File: src/rtl/dino_pkg.sv
// ---------------------------------------------------------------------------
// dino_pkg
// Shared definitions for the T-rex game sequencer and its neighbours:
//   gs_e        game-state encoding driven on the gamestate bus
//   OBS_*       obstacle type codes carried on spawn_type
//   BCD_MAX     saturation value of the 4-digit BCD score
// ---------------------------------------------------------------------------
package dino_pkg;

    typedef enum logic [1:0] {
        GS_IDLE = 2'b00,
        GS_RUN  = 2'b01,
        GS_DEAD = 2'b10
    } gs_e;

    localparam logic [2:0] OBS_CAC1S   = 3'd0;
    localparam logic [2:0] OBS_CAC2S   = 3'd1;
    localparam logic [2:0] OBS_CAC1B   = 3'd2;
    localparam logic [2:0] OBS_CAC2B   = 3'd3;
    localparam logic [2:0] OBS_BIRD_LO = 3'd4;
    localparam logic [2:0] OBS_BIRD_HI = 3'd5;

    localparam logic [15:0] BCD_MAX = 16'h9999;

endpackage

File: src/rtl/lfsr16.sv
// ---------------------------------------------------------------------------
// lfsr16
// Free-running 16-bit Fibonacci LFSR (taps 16,14,13,11), one step per clock.
// Ports:
//   clk   in   system clock
//   rstn  in   asynchronous active-low reset, loads SEED
//   q     out  current register value
// SEED must be non-zero or the register locks up at all-zeros.
// ---------------------------------------------------------------------------
module lfsr16 #(
    parameter logic [15:0] SEED = 16'hACE1
) (
    input  logic        clk,
    input  logic        rstn,
    output logic [15:0] q
);

    logic [15:0] q_q;
    logic [15:0] q_d;

    // Tap positions 16,14,13,11 are bits 15,13,12,10 in zero-based numbering.
    assign q_d = {q_q[14:0], q_q[15] ^ q_q[13] ^ q_q[12] ^ q_q[10]};
    assign q   = q_q;

    always_ff @(posedge clk or negedge rstn) begin
        if (!rstn) begin
            q_q <= SEED;
        end else begin
            q_q <= q_d;
        end
    end

endmodule

File: src/rtl/dino_game_ctrl.sv
// ---------------------------------------------------------------------------
// dino_game_ctrl
// Central sequencer of the T-rex game: game-state FSM, frame-sampled
// collision latch, BCD score / hi-score, speed level and obstacle spawn
// scheduling towards the obstacle datapath.
// Ports:
//   clk, rstn      clock, asynchronous active-low reset
//   frame_tick     1-cycle pulse at start of vertical blanking
//   pixel_valid    current pixel address is in the visible area
//   dino_px        dino sprite opaque at current pixel
//   obs_px         obstacle sprite opaque at current pixel
//   jump_req       debounced jump level
//   restart_req    debounced enter level
//   spawn_ready    obstacle datapath can accept an obstacle
//   spawn_valid    spawn request pending
//   spawn_type     obstacle type (OBS_* code)
//   gamestate      current FSM state (gs_e encoding)
//   collision      collision latched for the current game
//   speed          scroll speed level
//   score, hiscore 4-digit BCD score and best score
// Spawn handshake: a transfer happens on every clock edge where spawn_valid
// and spawn_ready are both high; spawn_valid/spawn_type hold unchanged until
// then, and spawn_valid drops on the following cycle. spawn_valid never
// depends combinationally on spawn_ready.
// ---------------------------------------------------------------------------
module dino_game_ctrl
    import dino_pkg::*;
#(
    parameter int          SCORE_DIV  = 6,
    parameter int          SPEED_MIN  = 1,
    parameter int          SPEED_MAX  = 8,
    parameter int          BIRD_SPEED = 3,
    parameter int          GAP_MIN    = 40,
    parameter int          DEAD_HOLD  = 30,
    parameter logic [15:0] LFSR_SEED  = 16'hACE1
) (
    input  logic        clk,
    input  logic        rstn,
    input  logic        frame_tick,
    input  logic        pixel_valid,
    input  logic        dino_px,
    input  logic        obs_px,
    input  logic        jump_req,
    input  logic        restart_req,
    input  logic        spawn_ready,
    output logic        spawn_valid,
    output logic [2:0]  spawn_type,
    output logic [1:0]  gamestate,
    output logic        collision,
    output logic [3:0]  speed,
    output logic [15:0] score,
    output logic [15:0] hiscore
);

    localparam int FC_W  = (SCORE_DIV > 1) ? $clog2(SCORE_DIV) : 1;
    localparam int DC_W  = $clog2(DEAD_HOLD + 1);
    localparam int GAP_W = 8;

    // BCD +1 with ripple carry across the four digits.
    function automatic logic [15:0] bcd_inc(input logic [15:0] v);
        logic [15:0] r;
        logic        carry;
        r     = v;
        carry = 1'b1;
        for (int i = 0; i < 4; i++) begin
            if (carry) begin
                if (r[4*i +: 4] == 4'd9) begin
                    r[4*i +: 4] = 4'd0;
                end else begin
                    r[4*i +: 4] = r[4*i +: 4] + 4'd1;
                    carry       = 1'b0;
                end
            end
        end
        return r;
    endfunction

    // Raw LFSR bits -> obstacle type. 6/7 fold onto the small cacti; birds
    // are only allowed once the game has sped up.
    function automatic logic [2:0] spawn_map(input logic [2:0] raw, input logic [3:0] spd);
        logic [2:0] t;
        case (raw)
            3'd6:    t = OBS_CAC1S;
            3'd7:    t = OBS_CAC2S;
            default: t = raw;
        endcase
        if (spd < 4'(BIRD_SPEED)) begin
            if (t == OBS_BIRD_LO) begin
                t = OBS_CAC1S;
            end else if (t == OBS_BIRD_HI) begin
                t = OBS_CAC2S;
            end
        end
        return t;
    endfunction

    // Frames until the next spawn: random extension shortened by speed,
    // never below half the minimum gap.
    function automatic logic [GAP_W-1:0] gap_reload(input logic [5:0] r, input logic [3:0] spd);
        int g;
        g = GAP_MIN + int'(r) - 2 * int'(spd);
        if (g < GAP_MIN / 2) begin
            g = GAP_MIN / 2;
        end
        return GAP_W'(g);
    endfunction

    gs_e              state_q, state_d;
    logic             hit_acc_q, hit_acc_d;
    logic             collision_q, collision_d;
    logic [15:0]      score_q, score_d;
    logic [15:0]      hiscore_q, hiscore_d;
    logic [3:0]       speed_q, speed_d;
    logic [FC_W-1:0]  frame_cnt_q, frame_cnt_d;
    logic [DC_W-1:0]  dead_cnt_q, dead_cnt_d;
    logic [GAP_W-1:0] gap_q, gap_d;
    logic             spawn_valid_q, spawn_valid_d;
    logic [2:0]       spawn_type_q, spawn_type_d;

    logic [15:0]      lfsr;
    logic             lfsr_hi_unused;
    logic             hit_now;
    logic             hit_eff;
    logic             start_game;

    lfsr16 #(
        .SEED (LFSR_SEED)
    ) u_lfsr (
        .clk  (clk),
        .rstn (rstn),
        .q    (lfsr)
    );

    assign lfsr_hi_unused = ^lfsr[15:6];

    assign hit_now = (state_q == GS_RUN) & pixel_valid & dino_px & obs_px;
    // A hit in the same cycle as frame_tick belongs to the frame being closed.
    assign hit_eff = hit_acc_q | hit_now;

    always_comb begin
        state_d       = state_q;
        hit_acc_d     = hit_eff;
        collision_d   = collision_q;
        score_d       = score_q;
        hiscore_d     = hiscore_q;
        speed_d       = speed_q;
        frame_cnt_d   = frame_cnt_q;
        dead_cnt_d    = dead_cnt_q;
        gap_d         = gap_q;
        spawn_valid_d = spawn_valid_q;
        spawn_type_d  = spawn_type_q;
        start_game    = 1'b0;

        if (frame_tick) begin
            hit_acc_d = 1'b0;
        end

        case (state_q)
            GS_IDLE: begin
                if (jump_req || restart_req) begin
                    state_d    = GS_RUN;
                    start_game = 1'b1;
                end
            end

            GS_RUN: begin
                if (frame_tick && hit_eff) begin
                    // Collision wins over scoring and spawning on this tick.
                    state_d       = GS_DEAD;
                    collision_d   = 1'b1;
                    dead_cnt_d    = '0;
                    spawn_valid_d = 1'b0;
                    if (score_q > hiscore_q) begin
                        hiscore_d = score_q;
                    end
                end else begin
                    if (frame_tick) begin
                        if (frame_cnt_q == FC_W'(SCORE_DIV - 1)) begin
                            frame_cnt_d = '0;
                            if (score_q != BCD_MAX) begin
                                score_d = bcd_inc(score_q);
                                // Tens and units both 9: hundreds digit rolls.
                                if ((score_q[7:0] == 8'h99) && (speed_q < 4'(SPEED_MAX))) begin
                                    speed_d = speed_q + 4'd1;
                                end
                            end
                        end else begin
                            frame_cnt_d = frame_cnt_q + FC_W'(1);
                        end
                    end

                    if (spawn_valid_q) begin
                        if (spawn_ready) begin
                            spawn_valid_d = 1'b0;
                            gap_d         = gap_reload(lfsr[5:0], speed_q);
                        end
                    end else if (frame_tick) begin
                        if (gap_q == '0) begin
                            spawn_valid_d = 1'b1;
                            spawn_type_d  = spawn_map(lfsr[2:0], speed_q);
                        end else begin
                            gap_d = gap_q - GAP_W'(1);
                        end
                    end
                end
            end

            GS_DEAD: begin
                if (restart_req && (dead_cnt_q >= DC_W'(DEAD_HOLD))) begin
                    state_d    = GS_RUN;
                    start_game = 1'b1;
                end else if (frame_tick && (dead_cnt_q < DC_W'(DEAD_HOLD))) begin
                    dead_cnt_d = dead_cnt_q + DC_W'(1);
                end
            end

            default: begin
                state_d = GS_IDLE;
            end
        endcase

        if (start_game) begin
            hit_acc_d     = 1'b0;
            collision_d   = 1'b0;
            score_d       = '0;
            speed_d       = 4'(SPEED_MIN);
            frame_cnt_d   = '0;
            gap_d         = GAP_W'(GAP_MIN);
            spawn_valid_d = 1'b0;
        end
    end

    always_ff @(posedge clk or negedge rstn) begin
        if (!rstn) begin
            state_q       <= GS_IDLE;
            hit_acc_q     <= 1'b0;
            collision_q   <= 1'b0;
            score_q       <= '0;
            hiscore_q     <= '0;
            speed_q       <= 4'(SPEED_MIN);
            frame_cnt_q   <= '0;
            dead_cnt_q    <= '0;
            gap_q         <= GAP_W'(GAP_MIN);
            spawn_valid_q <= 1'b0;
            spawn_type_q  <= '0;
        end else begin
            state_q       <= state_d;
            hit_acc_q     <= hit_acc_d;
            collision_q   <= collision_d;
            score_q       <= score_d;
            hiscore_q     <= hiscore_d;
            speed_q       <= speed_d;
            frame_cnt_q   <= frame_cnt_d;
            dead_cnt_q    <= dead_cnt_d;
            gap_q         <= gap_d;
            spawn_valid_q <= spawn_valid_d;
            spawn_type_q  <= spawn_type_d;
        end
    end

    assign spawn_valid = spawn_valid_q;
    assign spawn_type  = spawn_type_q;
    assign gamestate   = state_q;
    assign collision   = collision_q;
    assign speed       = speed_q;
    assign score       = score_q;
    assign hiscore     = hiscore_q;

endmodule

File: config.mk
export PLATFORM = sky130hd
export DESIGN_NAME = dino_game_ctrl
export DESIGN_NICKNAME = d
export VERILOG_FILES = /design/src/rtl/dino_pkg.sv /design/src/rtl/lfsr16.sv /design/src/rtl/dino_game_ctrl.sv
export SDC_FILE = /design/constraint.sdc
export NUM_CORES = 1
export LEC_CHECK = 0
export ABC_CLOCK_PERIOD_IN_PS = 6200
export CAP_MARGIN = 15
export CORE_MARGIN = 3
export CORE_UTILIZATION = 61
export CTS_CLUSTER_SIZE = 40
export DETAILED_ROUTE_END_ITERATION = 7
export GPL_ROUTABILITY_DRIVEN = 0
export GPL_TIMING_DRIVEN = 0
export PLACE_DENSITY = 0.86
export SETUP_SLACK_MARGIN = 0.5
export SYNTH_ARGS = -nofsm -noshare
export SYNTH_HDL_FRONTEND = slang
export SYNTH_HIERARCHICAL = 1
export SYNTH_SLANG_ARGS = --single-unit
File: constraint.sdc
create_clock -name clk -period 6.2 [get_ports clk]
set_input_delay 0.93 -clock clk [delete_from_list [all_inputs] [get_ports clk]]
set_output_delay 0.93 -clock clk [all_outputs]
set_load 0.02 [all_outputs]
==> metrics.md <==
| Metric | Value |
|---|---|
| Status | `finished clean` |
| Hold path startpoint | `u_lfsr/q[6]` |
| Worst Skew | `12.5 ps` |
| All-Layer GR Usage | `0.250` |
| P_sw | `0.394 mW` |
| # DRC | `0` |
| Core box area | `0.00657 mm2` |
| Vias in the first global route | `3,376` |
| Top-Level Pins | `52` |
| First-pass GRT wire length | `15,400 um` |
| CTS tree | `built` |
| Clock group share of total power | `0.335` |
| Mapped Cells | `428` |
| VDD IR max | `208 uV` |
| Die W | `89.5 um` |
| Max Transition Viols Final | `0` |
| Port Buf Inserts | `51` |
| R2R Path Start | `score[14]` |
| Worst rel slew slack | `0.588` |
| Leakage Power | `2.26 nW` |
| Clock Latency Late Sink | `350 ps` |
| HP Class | `reg -> reg` |
| CP Max Fanout | `10` |
| # fillers | `414` |
| N_diodes | `0` |
| Pwr Density | `251 mW/mm2` |
| Reg clk slew, reported paths | `90 ps` |
| Crit start category | `input pin` |
| Worst Hold Path EP | `u_lfsr/q[7]` |
| # Post-CTS Setup Buffers | `0` |
| # H-tree levels | `3` |
| Area of the mapped netlist | `0.00426 mm2` |
| Area grow syn2layout | `20.8%` |
| Comb pwr share | `0.204` |
| Most common cell after layout, fill and taps aside | `dfrtp_1` |
| Switching Fraction | `0.306` |
| Drt first pass iters | `5` |
| Pin count of the biggest net entering global routing | `62` |
| Initial core utilization | `0.648` |
| Register area | `0.00192 mm2` |
| Area occupied by multi-input gates | `0.00211 mm2` |
| Worst slack, placed | `3000 ps` |
| CTS sink cnt | `76` |
| Initial drt markers | `156` |
| FF-to-FF path depth | `7` |
| Syn avg cell area | `9.95 um2` |
| Dpl hpwl | `6670 um` |
| Max-cap viol count | `0` |
| Initial antenna violation count | `0` |
| Synth Warn # | `6` |
| Ratio of cells with drive above 1 in the final layout | `0.119` |
| Final period utilization | `0.456` |
| CP Data Required Time | `6420 ps` |
| Total gr overflow | `0` |
| Unrepaired setup endpoints after global routing | `false` |
| Slew @ Worst Pin | `618 ps` |
| Root buffer cell | `clkbuf_8` |
| Final Setup Violations | `0` |
| Most frequent cells in the layout | `65 x dfrtp_1, 50 x clkdlybuf4s50_1, 41 x inv_1` |
| Routed Antenna Nets | `0` |
| DR vias | `3,351` |
| Crit path DAT | `3050 ps` |
| Crit path from | `frame_tick` |
| Wire per inst | `15.6 um` |
| Syn_nets | `474` |
| Num CTS Buffers | `9` |
| Sequential power share | `0.461` |
| Via-to-Cell Ratio | `5.69` |
| FMAX | `0.354 GHz` |
| Worst hold path depth | `0` |
| Setup TNS | `0 ps` |
| Int Pwr | `0.895 mW` |
| Fin. Hold Viols | `0` |
| Final min period | `2820 ps` |
| Hold_buf cts | `0` |
| FP Rows | `29` |
| DIE AREA | `0.00802 mm2` |
| R2R Path End | `hiscore[11]` |
| PnR worst setup slack | `3380 ps` |
| R2r setup slk | `3480 ps` |
| Setup crit end kind | `flip-flop` |
| PostCTS Resize Cnt | `0` |
| Largest buffer count on any clock path | `2` |
| WL final | `9170 um` |
| Layout Nets | `537` |
| Critical path class | `in -> reg` |
| Die height | `89.5 um` |
==> sequential cells by signal, indices dropped and copies added, names as in the netlist <==
name / cells
spawn_type: 3
hit_acc_q: 1
gamestate: 2
collision: 1
speed: 4
frame_cnt_q: 3
score: 16
u_lfsr/q: 16
spawn_valid: 1
gap_q: 8
dead_cnt_q: 5
hiscore: 16
==> stage by stage <==
step                std cells  hold slack [ps]   util  cell area (um2)  total power, mW
global placement          572              335  0.744             4880            0.847
floorplan                 428              331      -             4260            0.769
CTS                       589              365  0.783             5140             1.30
global route              589              368  0.783             5140             1.36
detailed placement        573              354  0.747             4910            0.863
finish                    589              365  0.783             5140             1.29
==> worst max-delay path, stage by stage <==
cell             delay, ps
clkdlybuf4s50_1        600
nand3b_1               200
nor3_2                 350
nand3_1                380
nor3b_1                380
xnor2_1                160
nor2_1                  50
==> power by group through the flow <==
stage          Combinational, mW  Clock (mW)  Sequential, mW
3_3_place_gp               0.248           0           0.599
3_5_place_dp               0.262           0           0.601
5_1_grt                    0.299       0.457           0.602
2_1_floorplan              0.165           0           0.604
4_1_cts                    0.265       0.437           0.593
6_report                   0.263       0.432           0.595
==> layer usage <==
layer	part of all wire	GRT usage	vias to the layer above
met5	0	0	-
met2	0.50	0.430	79
met4	0.012	0.0893	0
li1	-	-	1636
met1	0.45	0.317	1625
met3	0.038	0.0433	11
==> how the worst max path moves through the flow <==
stage	end	slack, ps	cells past startpoint
after global routing	speed[2]	3250	7
after global placement	gap_q[2]	1610	1
final	speed[2]	3380	7
after floorplan	hiscore[10]	3780	7
after detailed placement	speed[2]	3000	7
after CTS	speed[2]	3360	7
==> final cells by class <==
cell class,count,share of cell area
multi-input combinational,298,0.410
sequential,76,0.373
timing repair buffer,52,0.104
inverter,42,0.0307
clock buffer,10,0.0268
tap,93,0.0226
clock inverter,6,0.0185
buffer,12,0.0146
(Power assumes the default switching activity.)
